[config.mk]
export PLATFORM = sky130hd
export DESIGN_NAME = gray_count_rx
export DESIGN_NICKNAME = d
export VERILOG_FILES = /design/src/rtl/rsync_pkg.sv /design/src/rtl/rsync_sync_stage.sv /design/src/rtl/gray_count_rx.sv
export SDC_FILE = /design/constraint.sdc
export NUM_CORES = 1
export LEC_CHECK = 0
export BUFFER_PORTS_ARGS = -buffer_cell sky130_fd_sc_hd__buf_2
export CORE_AREA = 2 2 46 48
export DETAILED_ROUTE_END_ITERATION = 7
export DIE_AREA = 0 0 48 50
export GPL_TIMING_DRIVEN = 0
export PLACE_DENSITY_LB_ADDON = 0.25
export SETUP_SLACK_MARGIN = 0.15
export SLEW_MARGIN = 10
export SYNTH_ARGS = -nofsm -noshare
export SYNTH_HDL_FRONTEND = slang
export SYNTH_SLANG_ARGS = --single-unit
[constraint.sdc]
create_clock -name clk -period 7.3 [get_ports clk]
set_input_delay 0.73 -clock clk [delete_from_list [all_inputs] [get_ports clk]]
set_output_delay 0.73 -clock clk [all_outputs]
set_load 0.03 [all_outputs]
[src/rtl/rsync_pkg.sv]
// Shared definitions for the rsync event-count crossing: default sizes and
// Gray/binary conversion helpers usable at any width up to RSYNC_MAX_W.
package rsync_pkg;

    localparam int unsigned RSYNC_WIDTH       = 4;
    localparam int unsigned RSYNC_SYNC_STAGES = 2;
    localparam int unsigned RSYNC_MAX_W       = 32;

    typedef logic [RSYNC_MAX_W-1:0] rsync_word_t;

    function automatic rsync_word_t rsync_mask(input int unsigned w);
        return (w >= RSYNC_MAX_W) ? '1 : ((rsync_word_t'(1) << w) - rsync_word_t'(1));
    endfunction

    // Each binary bit is the XOR of its Gray bit and every Gray bit above it.
    function automatic rsync_word_t gray2bin(input rsync_word_t g, input int unsigned w);
        rsync_word_t gm;
        rsync_word_t b;
        gm = g & rsync_mask(w);
        b  = '0;
        for (int unsigned i = 0; i < RSYNC_MAX_W; i++) begin
            b[i] = ^(gm >> i);
        end
        return b;
    endfunction

    function automatic rsync_word_t bin2gray(input rsync_word_t b, input int unsigned w);
        rsync_word_t bm;
        bm = b & rsync_mask(w);
        return bm ^ (bm >> 1);
    endfunction

endpackage

[src/rtl/rsync_sync_stage.sv]
// N-flop bit-vector synchronizer with asynchronous active-low reset; shared
// by the rsync endpoints. Only Gray-coded (single-bit-change) buses belong here.
module rsync_sync_stage #(
    parameter int unsigned WIDTH_P  = 4,
    parameter int unsigned STAGES_P = 2
) (
    input  logic               clk,
    input  logic               reset_L,
    input  logic [WIDTH_P-1:0] data_i,
    output logic [WIDTH_P-1:0] data_o
);

    logic [STAGES_P-1:0][WIDTH_P-1:0] sync_q;

    always_ff @(posedge clk or negedge reset_L) begin
        if (!reset_L) begin
            sync_q <= '0;
        end else begin
            sync_q[0] <= data_i;
            for (int unsigned i = 1; i < STAGES_P; i++) begin
                sync_q[i] <= sync_q[i-1];
            end
        end
    end

    assign data_o = sync_q[STAGES_P-1];

endmodule

[src/rtl/gray_count_rx.sv]
// Receive endpoint of the rsync event-count crossing: resynchronises a remote
// Gray count, accumulates its advance as pending credit, drains via pop.
module gray_count_rx
    import rsync_pkg::*;
#(
    parameter int unsigned WIDTH_P       = RSYNC_WIDTH,
    parameter int unsigned SYNC_STAGES_P = RSYNC_SYNC_STAGES,
    parameter int unsigned PEND_WIDTH_P  = WIDTH_P + 2
) (
    input  logic                    clk,
    input  logic                    reset_L,
    input  logic [WIDTH_P-1:0]      gray_in,
    input  logic                    clr,
    input  logic                    pop_ready,
    output logic                    pop_valid,
    output logic [PEND_WIDTH_P-1:0] pending,
    output logic                    non_zero,
    output logic                    ovf
);

    localparam int unsigned SUM_W = PEND_WIDTH_P + 1;

    logic [WIDTH_P-1:0]      sync_g;
    logic [WIDTH_P-1:0]      bin;
    logic [WIDTH_P-1:0]      delta;
    logic [WIDTH_P-1:0]      base_q, base_d;
    logic [PEND_WIDTH_P-1:0] pending_q, pending_d;
    logic                    ovf_q, ovf_d;
    logic                    pop;
    logic [SUM_W-1:0]        sum;

    rsync_sync_stage #(
        .WIDTH_P  (WIDTH_P),
        .STAGES_P (SYNC_STAGES_P)
    ) u_sync (
        .clk     (clk),
        .reset_L (reset_L),
        .data_i  (gray_in),
        .data_o  (sync_g)
    );

    assign bin = WIDTH_P'(gray2bin(rsync_word_t'(sync_g), WIDTH_P));

    // Modular delta absorbs remote wrap; pop never underflows since it needs pending != 0.
    always_comb begin
        pop       = pop_valid & pop_ready;
        delta     = bin - base_q;
        sum       = {1'b0, pending_q} + SUM_W'(delta) - SUM_W'(pop);
        base_d    = bin;
        pending_d = pending_q;
        ovf_d     = ovf_q;
        if (clr) begin
            pending_d = '0;
            ovf_d     = 1'b0;
        end else if (sum[SUM_W-1]) begin
            pending_d = '1;
            ovf_d     = 1'b1;
        end else begin
            pending_d = sum[PEND_WIDTH_P-1:0];
        end
    end

    always_ff @(posedge clk or negedge reset_L) begin
        if (!reset_L) begin
            base_q    <= '0;
            pending_q <= '0;
            ovf_q     <= 1'b0;
        end else begin
            base_q    <= base_d;
            pending_q <= pending_d;
            ovf_q     <= ovf_d;
        end
    end

    assign pop_valid = |pending_q;
    assign non_zero  = pop_valid;
    assign pending   = pending_q;
    assign ovf       = ovf_q;

endmodule

==> results of run 1 <==
## metrics by stage
step	hold slack, ps	utilization	cells
4_1_cts	358.0	0.6283	146
3_5_place_dp	335.6	0.6138	142
6_report	343.9	0.6283	146
3_3_place_gp	332.5	0.6138	142
2_1_floorplan	331.2	-	99
5_1_grt	358.9	0.6283	146
## worst min path at each step
stage	start	to	slack, ps
after CTS	reset_L	pending[1]$_DFF_PN0_	360
after detailed placement	u_sync.sync_q[0]$_DFF_PN0_	u_sync.data_o[0]$_DFF_PN0_	340
after global routing	reset_L	pending[3]$_DFF_PN0_	360
final	reset_L	pending[1]$_DFF_PN0_	340
after floorplan	u_sync.sync_q[0]$_DFF_PN0_	u_sync.data_o[0]$_DFF_PN0_	330
after global placement	u_sync.sync_q[1]$_DFF_PN0_	u_sync.data_o[1]$_DFF_PN0_	330
## flip-flops by register name, indices dropped and copies added, names as in the netlist
name / count
ovf: 1
u_sync.sync_q: 4
pending: 6
base_q: 4
u_sync.data_o: 4
## kinds of logic (layout without fill, tap and decap cells)
logic type | after synthesis | count (layout)
xor+xnor | 9 | 9
flops | 19 | 19
simple gates | 13 | 13
buf+inv | 22 | 42
fa+ha+maj | 16 | 16
compound gates | 20 | 20
## cells in the mapped netlist
master	instances	area, µm²
a21o_1	3	22.52
nand3b_1	1	7.510
inv_1	21	78.83
xor2_1	6	52.55
nor4_1	1	6.260
a211oi_1	2	15.01
o21a_1	1	7.510
nor2_1	1	3.750
and2_1	1	6.260
or3b_2	1	8.760
a21oi_1	9	45.04
fa_1	2	40.04
o21ai_0	3	15.01
a31oi_1	1	6.260
ha_1	14	175.2
or2_2	1	6.260
dfrtp_1	19	475.5
nand2_1	1	3.750
xnor2_1	3	26.28
nor3_1	2	10.01
buf_4	1	7.510
nor3_2	1	10.01
a21o_2	1	8.760
nand3_1	3	15.01
## layer usage
metal,share of wire,global-route usage
met4,0.019,0.06757
met2,0.47,0.2711
met3,0.036,0.03297
met5,0,0
met1,0.48,0.2131
## layout make-up
type                       count  area (µm²)  area share
multi-input combinational     58       491.7      0.4115
sequential                    19       475.5      0.3979
timing repair buffer          16       80.08     0.06702
inverter                      21       78.83     0.06597
tap                           27       33.78     0.02827
clock buffer                   3       22.52     0.01885
buffer                         1       7.507    0.006283
clock inverter                 1       5.005    0.004188
## cell usage in the layout, fill, tap and decap left out, drive strengths merged, types with 2 or more instances in the layout
| master | synthesis | layout |
|---|---|---|
| inv | 21 | 21 |
| dfrtp | 19 | 19 |
| buf | 1 | 17 |
| ha | 14 | 14 |
| a21oi | 9 | 9 |
| xor2 | 6 | 6 |
| a21o | 4 | 4 |
| xnor2 | 3 | 3 |
| nand3 | 3 | 3 |
| o21ai | 3 | 3 |
| clkbuf | 0 | 3 |
| nor3 | 3 | 3 |
| a211oi | 2 | 2 |
| fa | 2 | 2 |
==> impl_metrics.toml, run 1 <==
[grt]
grt_first_pass_wirelength_mm = 2.849
grt_pass1_vias = 699
grt_start_max_net_pins = 20
track_usage = 0.1684
grt.overflow.total = 0
antenna_found_initial = 0

[yosys]
synth.distinct_cells = 24
synth-compound-area-share = 0.1140
yosysWarnings = 0
avgSynthCellArea_um2 = 10.64
synthMuxAreaShare = 0
synth-xor-area-share = 0.07482
ys_ff_latch = 19
syn_inst = 99
synth_top_family_by_area = "adder cells"
synth-simple-area-share = 0.07363
synth_nets = 123
syn-cell-area_um2 = 1054
synthAdderAreaFrac = 0.2043
yosysSeqAreaShare = 0.4513

[cts]
clk_latency_ps = 300
cts_tree = "yes"
cts_buffers = 3
post_cts_buffers = 0
clock-root-buffer = "clkbuf_4"
clk_pin_slew_ps = 110
ctsHoldBuffers = 0
htreeDepth = 1
cts_num_sinks = 19
cts_repair_resize_count = 0
cts.path.max_buffers = 2

[die]
num_io_pins = 17
rows = 16
core-area_um2 = 1902
initial_utilization = 0.5539
die_width_um = 48
dieArea_um2 = 2400
die-height_um = 50

[placed_design]
dpl.hpwl_mm = 1.305
dpl_cell_area_um2 = 1167
routabilityCongestion = 0.8092
pre_cts_ws_ps = 3505
port_buffers = 16

[detailed_routing]
routedWlPerCell_um = 11.36
wl_mm = 1.659
drc_errors = 0
vias_per_cell = 4.925
drt_pass1_iterations = 2
antenna_left = 0
num_vias = 719
drt_iter0_drc = 6

[run]
drv_cap = 0

[timing]
hold_violations = 0
tightest_slew_ps = 454.5
rsz0062_at_grt = "no"
fin_ws_ps = 3512
finalSetupViolations = 0
clock_skew_ps = 1.411
post-route-period-util = 0.5189
clock.fmax_ghz = 0.2640
fin_tns_setup_ps = 0
final.min_clock_period_ps = 3788
report.final.slew_viol_count = 0
slew_headroom = 0.6954

[setup_path]
endpoint = "pending[5]$_DFF_PN0_"
r2r_cells = 12
worstPathArrival_ps = 3950
crit_buf_inv = 1
reg2reg_slack_ps = 3510
cp-end-kind = "flop"
cp.depth = 12
crit_required_ps = 7470
cp_slowest_stage_delay_ps = 470
crit_family = "adder cells"
rr_endpoint = "pending[5]$_DFF_PN0_"
startpoint = "u_sync.data_o[3]$_DFF_PN0_"
regToRegStartpoint = "u_sync.data_o[3]$_DFF_PN0_"
path_class = "reg2reg"
startpoint_type = "flop"
crit_path_max_fanout = 7
path_cells = "xor2_1 > xnor2_1 > xor2_1 > ha_1 > fa_1 > ha_1 > inv_1 > fa_1 > a211oi_1 > nor4_1 > nor3_2 > a31oi_1"
cp_slowest_cell = "fa_1"

[cells_and_area]
insertedDiodeCount = 0
drive_gt1_frac = 0.2101
final_cell_area_um2 = 1195
nets = 144
fill_cells = 150
area_growth_pct = 13.42

[hold_path]
hold_class = "in2async"

[run_status]
status = "finished clean"
Power of run 1 is left out: the tool's default activity adds up to more than one toggle a clock period on the data nets, which glitch-free logic cannot reach.
==> run 2, diff against run 1 <==
- CORE_AREA: 2 2 46 48 -> 2 2 50 52
- DIE_AREA: 0 0 48 50 -> 0 0 52 54
- clock period: 7.3 -> 3.27 ns (I/O delays scaled with it)
==> impl_metrics.toml, run 2 (synthesis results as in run 1) <==
[cts]
htreeDepth = 1
cts_num_sinks = 19
clock-root-buffer = "clkbuf_4"
clk_pin_slew_ps = 120
cts_buffers = 3
cts_tree = "yes"
cts.path.max_buffers = 2
clk_latency_ps = 290

[timing]
slew_headroom = 0.7122
clock.fmax_ghz = 0.3038
final.min_clock_period_ps = 3291
report.final.slew_viol_count = 0
rsz0062_at_grt = "yes"
fin_ws_ps = -21.41
tightest_slew_ps = 431.6
clock_skew_ps = 3.544
hold_violations = 0
post-route-period-util = 1.007
finalSetupViolations = 4

[placed_design]
port_buffers = 16
routabilityCongestion = 0.8218
dp_cells = 145
dpl.hpwl_mm = 1.446
dpl_cell_area_um2 = 1196
pre_cts_ws_ps = -321.0

[detailed_routing]
drt_iter0_drc = 6
vias_per_cell = 4.806
wl_mm = 1.976
routedWlPerCell_um = 12.75
drc_errors = 0
num_vias = 745
antenna_left = 0
drt_pass1_iterations = 4

[cells_and_area]
final_cell_mix = "20 x inv_1, 19 x dfrtp_1, 16 x buf_2"
mostFrequentLayoutCell = "inv_1"
area_growth_pct = 24.11
nets = 150
stdcell_count = 155
multi_input_area_um2 = 549.3
insertedDiodeCount = 0
final_cell_area_um2 = 1308
seqCellArea_um2 = 475.5
largest_reg_flops = 6
drive_gt1_frac = 0.3120
fill_cells = 220

[die]
dieArea_um2 = 2808
initial_utilization = 0.4542
die-height_um = 54
core-area_um2 = 2320
rows = 18
num_io_pins = 17
die_width_um = 52

[grt]
grt.overflow.total = 0
track_usage = 0.1603
grt_first_pass_wirelength_mm = 3.167
antenna_found_initial = 0
grt_pass1_vias = 744
grt_start_max_net_pins = 20

[setup_path]
cp-end-kind = "flop"
startpoint_type = "flop"
path_class = "reg2reg"
path_cells = "xor2_2 > xnor2_2 > xor2_1 > ha_2 > fa_1 > ha_1 > inv_2 > fa_2 > a211oi_4 > nor4_2 > nor3_2 > buf_6 > a31oi_4"
crit_path_max_fanout = 7
worstPathArrival_ps = 3480
cp_slowest_stage_delay_ps = 430
crit_family = "adder cells"
crit_buf_inv = 2
cp_slowest_cell = "fa_1"
crit_required_ps = 3460

[run_status]
status = "complete, but fails checks"
violations = "setup timing"

[hold_path]
hold_class = "in2reg"

[run]
drv_cap = 0
## run 2: cell count changes in the layout (fill, tap and decap cells not counted), sizes merged
| cell | before | now |
|---|---|---|
| dlygate4sd3 | 0 | 1 |
| buf | 17 | 22 |
## run 2: final timing paths
| path | cells after the start | to | from | slack (ps) |
|---|---|---|---|---|
| worst max-delay path | 13 | pending[5]$_DFF_PN0_ | u_sync.data_o[2]$_DFF_PN0_ | -20 |
| worst min-delay path | 1 | u_sync.sync_q[3]$_DFF_PN0_ | gray_in[3] | 130 |
| worst max register to register | 13 | pending[5]$_DFF_PN0_ | u_sync.data_o[2]$_DFF_PN0_ | -20 |
| worst min register to register | 0 | u_sync.data_o[3]$_DFF_PN0_ | u_sync.sync_q[3]$_DFF_PN0_ | 360 |
| max in group asynchronous | 2 | u_sync.sync_q[1]$_DFF_PN0_ | reset_L | 2480 |
| min in group asynchronous | 2 | base_q[1]$_DFF_PN0_ | reset_L | 490 |
## run 2: layer usage
| metal | vias up | wire length, µm | track usage |
|---|---|---|---|
| met1 | 357 | 870 | 0.1901 |
| met3 | 2 | 58 | 0.03333 |
| li1 | 371 | - | - |
| met4 | 0 | 12 | 0.05263 |
| met5 | - | 0 | 0 |
| met2 | 15 | 1034 | 0.2890 |
## run 2: worst reg2reg max path, delay by kind of cell, from the launching register on
kind | cells | cell delay [ps]
xor+xnor | 3 | 590
simple gates | 2 | 250
buf+inv | 2 | 210
fa+ha+maj | 4 | 1350
flops | 1 | 410
compound gates | 2 | 380
## run 2: metrics by stage
step           hold slack, ps  setup TNS, ps    util
2_1_floorplan           31.41              0       -
3_3_place_gp            279.8          -1686  0.5156
3_5_place_dp            293.8          -2013  0.5156
4_1_cts                 118.8         -44.51  0.5480
5_1_grt                 111.1          -1197  0.5636
6_report                130.1         -37.16  0.5636
## run 2: cell type report
| class | count | share of cell area |
|---|---|---|
| Buffer | 1 | 0.005742 |
| Clock buffer | 3 | 0.01722 |
| Clock inverter | 1 | 0.003828 |
| Inverter | 21 | 0.06029 |
| Multi-Input combinational cell | 58 | 0.4201 |
| Sequential cell | 19 | 0.3636 |
| Tap cell | 30 | 0.02871 |
| Timing Repair Buffer | 22 | 0.1005 |
## run 2: what timing repair did
action / in CTS / in global routing
pin swaps: 4 / 5
setup buffers: 5 / 0
hold buffers: 1 / 0
hold endpoints to repair: 19 / 0
endpoints found under the setup margin: 7 / 7
gates cloned: 0 / 0
resized for setup: 0 / 6
Power of run 2 is left out for the same reason.
